### src/rtl/br_csr_iq_release_ctrl.sv
// Release side of the branch/CSR issue-queue free-ID list: busy map, return FIFO and free-list write port.
// Optional feature macro BR_RELEASE_BYPASS_EN: a lone release into an idle FIFO is written to the free list in the same cycle.
module br_csr_iq_release_ctrl #(
  parameter int IDWIDE   = 4,
  parameter int ENTRYNUM = 16,
  parameter int RELQDEEP = 4
) (
  input  logic                Clk,
  input  logic                Rest,
  input  logic                AllocValid,
  input  logic [IDWIDE-1:0]   AllocId,
  input  logic                RelValid0,
  input  logic [IDWIDE-1:0]   RelId0,
  input  logic                RelValid1,
  input  logic [IDWIDE-1:0]   RelId1,
  output logic                RelReady,
  input  logic                Flush,
  input  logic                FreeFull,
  output logic                FreeWable,
  output logic [IDWIDE-1:0]   FreeDin,
  output logic                FreeClean,
  output logic [ENTRYNUM-1:0] BusyMap,
  output logic                ErrDoubleFree
);

  localparam int PW = $clog2(RELQDEEP);
  localparam int CW = PW + 1;

  logic [IDWIDE-1:0]   fifo_mem_r [RELQDEEP];
  logic [PW-1:0]       rd_ptr_r;
  logic [PW-1:0]       wr_ptr_r;
  logic [CW-1:0]       count_r;
  logic [ENTRYNUM-1:0] busy_r;
  logic                err_r;
  logic                clean_r;
  logic [IDWIDE-1:0]   din_hold_r;

  logic                rel_ready_s;
  logic                out_ok_s;
  logic                v0_s;
  logic                v1_s;
  logic                alloc_s;
  logic                pop_s;
  logic                byp_s;
  logic                wable_s;
  logic [1:0]          npush_s;
  logic [IDWIDE-1:0]   push_a_s;
  logic [IDWIDE-1:0]   head_s;
  logic [IDWIDE-1:0]   din_s;
  logic [ENTRYNUM-1:0] busy_nxt_s;
  logic                err_set_s;

  function automatic logic id_bad(input logic [IDWIDE-1:0] id);
    return (32'(id) >= 32'(ENTRYNUM));
  endfunction

  function automatic logic map_bit(input logic [ENTRYNUM-1:0] map, input logic [IDWIDE-1:0] id);
    logic b;
    b = 1'b0;
    for (int i = 0; i < ENTRYNUM; i++) begin
      b = b | (map[i] & (id == IDWIDE'(i)));
    end
    return b;
  endfunction

  // Release acceptance, pop/bypass selection, busy-map next state and error detection.
  always_comb begin
    rel_ready_s = (count_r <= CW'(RELQDEEP - 2));
    head_s      = fifo_mem_r[rd_ptr_r];
    alloc_s     = AllocValid && !Flush;
    // Releases presented without room are dropped whole; they only raise the error.
    v0_s        = RelValid0 && !Flush && rel_ready_s;
    v1_s        = RelValid1 && !Flush && rel_ready_s;
    out_ok_s    = !Rest && !Flush && !clean_r && !FreeFull;
    pop_s       = out_ok_s && (count_r != CW'(0));
    byp_s       = 1'b0;
`ifdef BR_RELEASE_BYPASS_EN
    byp_s       = out_ok_s && (count_r == CW'(0)) && (v0_s || v1_s);
`endif
    wable_s     = pop_s || byp_s;
    if (byp_s) begin
      npush_s  = {1'b0, v0_s && v1_s};
      push_a_s = RelId1;
      din_s    = v0_s ? RelId0 : RelId1;
    end else begin
      npush_s  = {1'b0, v0_s} + {1'b0, v1_s};
      push_a_s = v0_s ? RelId0 : RelId1;
      din_s    = pop_s ? head_s : din_hold_r;
    end
    busy_nxt_s = busy_r;
    for (int i = 0; i < ENTRYNUM; i++) begin
      busy_nxt_s[i] = (busy_r[i] | (alloc_s && (AllocId == IDWIDE'(i))))
                      & ~(v0_s && (RelId0 == IDWIDE'(i)))
                      & ~(v1_s && (RelId1 == IDWIDE'(i)));
    end
    err_set_s = !Flush && (
                  (AllocValid && (id_bad(AllocId) || map_bit(busy_r, AllocId))) ||
                  (RelValid0 && (!rel_ready_s || id_bad(RelId0) || !map_bit(busy_r, RelId0))) ||
                  (RelValid1 && (!rel_ready_s || id_bad(RelId1) || !map_bit(busy_r, RelId1))) ||
                  (RelValid0 && RelValid1 && (RelId0 == RelId1)));
  end

  // FIFO, busy map, sticky error, clean pulse and held write data.
  always_ff @(posedge Clk or posedge Rest) begin
    if (Rest) begin
      for (int i = 0; i < RELQDEEP; i++) begin
        fifo_mem_r[i] <= {IDWIDE{1'b0}};
      end
      rd_ptr_r   <= {PW{1'b0}};
      wr_ptr_r   <= {PW{1'b0}};
      count_r    <= {CW{1'b0}};
      busy_r     <= {ENTRYNUM{1'b0}};
      err_r      <= 1'b0;
      clean_r    <= 1'b0;
      din_hold_r <= {IDWIDE{1'b0}};
    end else if (Flush) begin
      rd_ptr_r <= {PW{1'b0}};
      wr_ptr_r <= {PW{1'b0}};
      count_r  <= {CW{1'b0}};
      busy_r   <= {ENTRYNUM{1'b0}};
      clean_r  <= 1'b1;
    end else begin
      if (npush_s != 2'd0) begin
        fifo_mem_r[wr_ptr_r] <= push_a_s;
      end
      if (npush_s == 2'd2) begin
        fifo_mem_r[wr_ptr_r + PW'(1)] <= RelId1;
      end
      wr_ptr_r <= wr_ptr_r + PW'(npush_s);
      rd_ptr_r <= rd_ptr_r + PW'(pop_s);
      count_r  <= count_r + CW'(npush_s) - CW'(pop_s);
      busy_r   <= busy_nxt_s;
      err_r    <= err_r | err_set_s;
      clean_r  <= 1'b0;
      if (wable_s) begin
        din_hold_r <= din_s;
      end
    end
  end

  assign RelReady      = rel_ready_s;
  assign FreeWable     = wable_s;
  assign FreeDin       = din_s;
  assign FreeClean     = clean_r;
  assign BusyMap       = busy_r;
  assign ErrDoubleFree = err_r;

endmodule

### config.mk
export PLATFORM = sky130hd
export DESIGN_NAME = br_csr_iq_release_ctrl
export DESIGN_NICKNAME = d
export VERILOG_FILES = /design/src/rtl/br_csr_iq_release_ctrl.sv
export SDC_FILE = /design/constraint.sdc
export NUM_CORES = 1
export LEC_CHECK = 0
export BUFFER_PORTS_ARGS = -buffer_cell sky130_fd_sc_hd__buf_4
export CELL_PAD_IN_SITES_DETAIL_PLACEMENT = 0
export CELL_PAD_IN_SITES_GLOBAL_PLACEMENT = 2
export CORE_MARGIN = 1
export CORE_UTILIZATION = 38
export DETAILED_ROUTE_END_ITERATION = 6
export HOLD_SLACK_MARGIN = 0.1
export PLACE_DENSITY = 0.95
export SLEW_MARGIN = 20
export SYNTH_ARGS = -nofsm -noshare
export SYNTH_HDL_FRONTEND = slang
export SYNTH_SLANG_ARGS = --single-unit
### constraint.sdc
create_clock -name Clk -period 5.9 [get_ports Clk]
set_input_delay 1.475 -clock Clk [delete_from_list [all_inputs] [get_ports Clk]]
set_output_delay 1.475 -clock Clk [all_outputs]
set_load 0.02 [all_outputs]
==> impl_metrics.csv <==
group,metric,value,unit
synthesis,synth_edf_count,0,
floorplan,die_y,93.2,um
route,ant_nets,0,
place,port_buffers,42,
synthesis,synth-adder-area-share,3.80,%
sta,hold_viol,0,
synthesis,synthFlopType,"dfrtp_1",
cts,ctsResizeCount,0,
min_path,min_path_type,"flop to flop",
worst_setup_path,r2r_end,"count_r[2]",
cts,cts.sinks,45,
global_route,grt_pass1_wl,15.0,mm
synthesis,seq_area_frac_synth,35.6,%
synthesis,async_reset_ff_share,100,%
global_route,gr-usage-met3,3.74,%
worst_setup_path,path_cells,"buf_4 -> nor4_1 -> o31a_1 -> mux2_2 -> buf_4",
synthesis,ys_types,55,
synthesis,synth_top_family_by_area,"simple AND/OR/NAND/NOR gates",
synthesis,yosysMostFrequentCell,"dfrtp_1",
worst_setup_path,arrival,3.14,ns
run_status,status,"finished clean",
sta,period_needed,4.61,ns
route,vias,2858,
cts,ctsHoldBuffers,0,
floorplan,core,7890,sq um
worst_setup_path,r2r-start,"count_r[1]",
global_route,antenna_found_initial,0,
synthesis,syn_area_per_cell,8.92,sq um
sta,worst_hold_slack,0.484,ns
sta,max_freq,0.217,GHz
sta,setup_viol_count_final,0,
route,viasPerCell,5.94,
power,cellLeakagePower,1.46,nW
worst_setup_path,crit_top_cell,"buf_4",
sta,tightest_slew,0.719,ns
sta,fin_crit_sh,78.2,%
global_route,grtUsageTotal,22.3,%
worst_setup_path,endpoint,"FreeDin[1]",
floorplan,rows,32,
synthesis,synth_top_cell_area_share,35.6,%
sta,finalMaxSlewViolations,0,
synthesis,synthXorXnorAreaFrac,2.50,%
cts,clock_latency,0.31,ns
route,drt_wl_total,9.03,mm
worst_setup_path,slowest_stage,"o31a_1",
cells_and_area,insertedDiodeCount,0,
global_route,grt_use_met1,33.0,%
synthesis,netlist_top_cells_area,"dfrtp_1 (36%), a21oi_1 (6.5%), nor2_1 (4.9%)",
sta,tns,0,ns
cts,post_cts_buffers,0,
cells_and_area,final_area,3600,sq um
sta,rsz0062_at_grt,"no",
synthesis,synthSimpleGateAreaFrac,20.6,%
cts,htree_levels,2,
worst_setup_path,critPathMaxFanout,49,
sta,clock_skew,0.00711,ns
synthesis,netlist_area,3160,sq um
power,totalPowerFinal,0.00103,W
route,detail_route.iter0.violations,319,
sta,slew_headroom,51.9,%
run,max_cap_violations,0,
worst_setup_path,cpPeakStageDelay,0.49,ns
route,first_pass_iters,5,
place,dp_hpwl,6.40,mm
cells_and_area,finish.utilization,45.6,%
place,routabilityCongestion,0.885,
cells_and_area,area_growth,13.9,%
cts,clk_pin_slew,0.09,ns
floorplan,ios,43,
synthesis,netlist_top_cells_count,"dfrtp_1 (45), a21oi_1 (41), nor2_1 (41)",
route,drc,0,
route,wl_per_cell,18.8,um
synthesis,ys_warn_count,0,
place,placed_cell_area,3490,sq um
worst_setup_path,crit_path_start_kind,"primary input",
global_route,first_global_vias,2784,
synthesis,synth_largest_area_cell,"dfrtp_1",
cells_and_area,fin_nets,406,
floorplan,die_area,8680,sq um
cts,clock_path_buffers,2,
floorplan,dieWidth,93.2,um
cts,cts_root_buffer,"clkbuf_8",
cts,cts_tree,"yes",
worst_setup_path,reg2reg_depth,12,
global_route,gr-total-overflow,0,
synthesis,synthMuxAreaShare,11.2,%
power,ir_worst_vdd,0.137,mV
floorplan,initial_core_util,40.1,%
cells_and_area,drive_gt1_share,20.1,%
global_route,gr-usage-met2,33.3,%
synthesis,synth-compound-area-share,20.3,%
global_route,grt_max_degree,50,
synthesis,ys_seq_elements,45,
worst_setup_path,end_kind,"output port",
worst_setup_path,reg2reg_slack,2.92,ns
power,powerDensity,287,nW/um^2
worst_setup_path,critPathRequiredTime,4.43,ns
synthesis,syn_inst,354,
synthesis,syn_nets,382,
global_route,top_usage_layer,"met2",
worst_setup_path,crit_start,"Flush",
worst_setup_path,worst-setup-path-type,"primary input to output port",
cts,cts_made_buffers,5,
==> state kept, by name, indices dropped and copies added, names as in the netlist <==
register       flops
din_hold_r         4
count_r            3
wr_ptr_r           2
BusyMap           16
ErrDoubleFree      1
fifo_mem_r        16
rd_ptr_r           2
FreeClean          1
==> worst min path at each step <==
stage | endpoint | slack [ns] | cells past startpoint | startpoint
after floorplan | fifo_mem_r[4] | 0.45 | 1 | fifo_mem_r[4]
after CTS | ErrDoubleFree | 0.49 | 2 | ErrDoubleFree
after global routing | ErrDoubleFree | 0.51 | 2 | ErrDoubleFree
final | ErrDoubleFree | 0.48 | 2 | ErrDoubleFree
after global placement | ErrDoubleFree | 0.46 | 2 | ErrDoubleFree
after detailed placement | ErrDoubleFree | 0.47 | 2 | ErrDoubleFree
==> critical path, delay by kind of cell <==
family                 cells  cell delay [ns]
muxes                      1             0.39
buffers and inverters      2             0.42
and+or+nand+nor            1             0.35
AOI/OAI and AO/OA          1             0.49
==> cell usage in the layout, fill, tap and decap left out, types with 3 or more instances in the layout <==
cell type	Yosys	final
dfrtp_1	45	45
buf_4	2	43
nor2_1	41	41
a21oi_1	41	41
nand2_1	18	18
o22a_1	16	16
inv_1	16	15
mux2_2	11	11
nor2b_1	10	10
nor4_1	9	9
nor3_1	9	9
o21ai_0	9	9
mux2i_1	8	8
nand2b_1	8	8
ha_1	8	8
nand3b_1	7	7
xnor2_1	7	7
mux4_2	6	6
nor3b_1	5	5
nand3_1	5	5
a31oi_1	5	5
clkbuf_8	0	5
nand4_1	4	4
a2111oi_0	4	4
or2_2	3	3
==> cell type report <==
class / count / area [sq um]
inverters: 17 / 66.3
repair buffers: 43 / 323
clock inverters: 2 / 38.8
multi-input cells: 266 / 1840
flip-flops and latches: 45 / 1130
fillers: 759 / 4290
well taps: 102 / 128
clock buffers: 6 / 72.6
==> power breakdown <==
group | internal, W | switching [W]
clock network | 0.000127 | 0.000113
logic | 0.000172 | 0.000172
registers | 0.000385 | 0.0000645
total | 0.000684 | 0.000349
==> stage by stage <==
step           cells  setup WS (ns)
4_1_cts          481           1.25
5_1_grt          481           1.09
6_report         481           1.29
3_5_place_dp     473           1.25
3_3_place_gp     473           1.31
2_1_floorplan    354           1.61
==> cell families (layout without fill, tap and decap cells) <==
family | Yosys count | after routing
buffers and inverters | 43 | 68
DFF | 45 | 45
and+or+nand+nor | 127 | 127
xor gates and xnor gates | 9 | 9
adders and majority gates | 9 | 9
AOI/OAI and AO/OA | 95 | 95
muxes | 26 | 26
==> layer usage <==
layer	part of all wire, %	up-vias	wire length, um
li1	-	1338	-
met1	45	1360	4050
met2	45	142	4070
met3	8.4	18	759
met4	1.7	0	154
met5	0	-	0
Power figures use the tool's default switching activity.
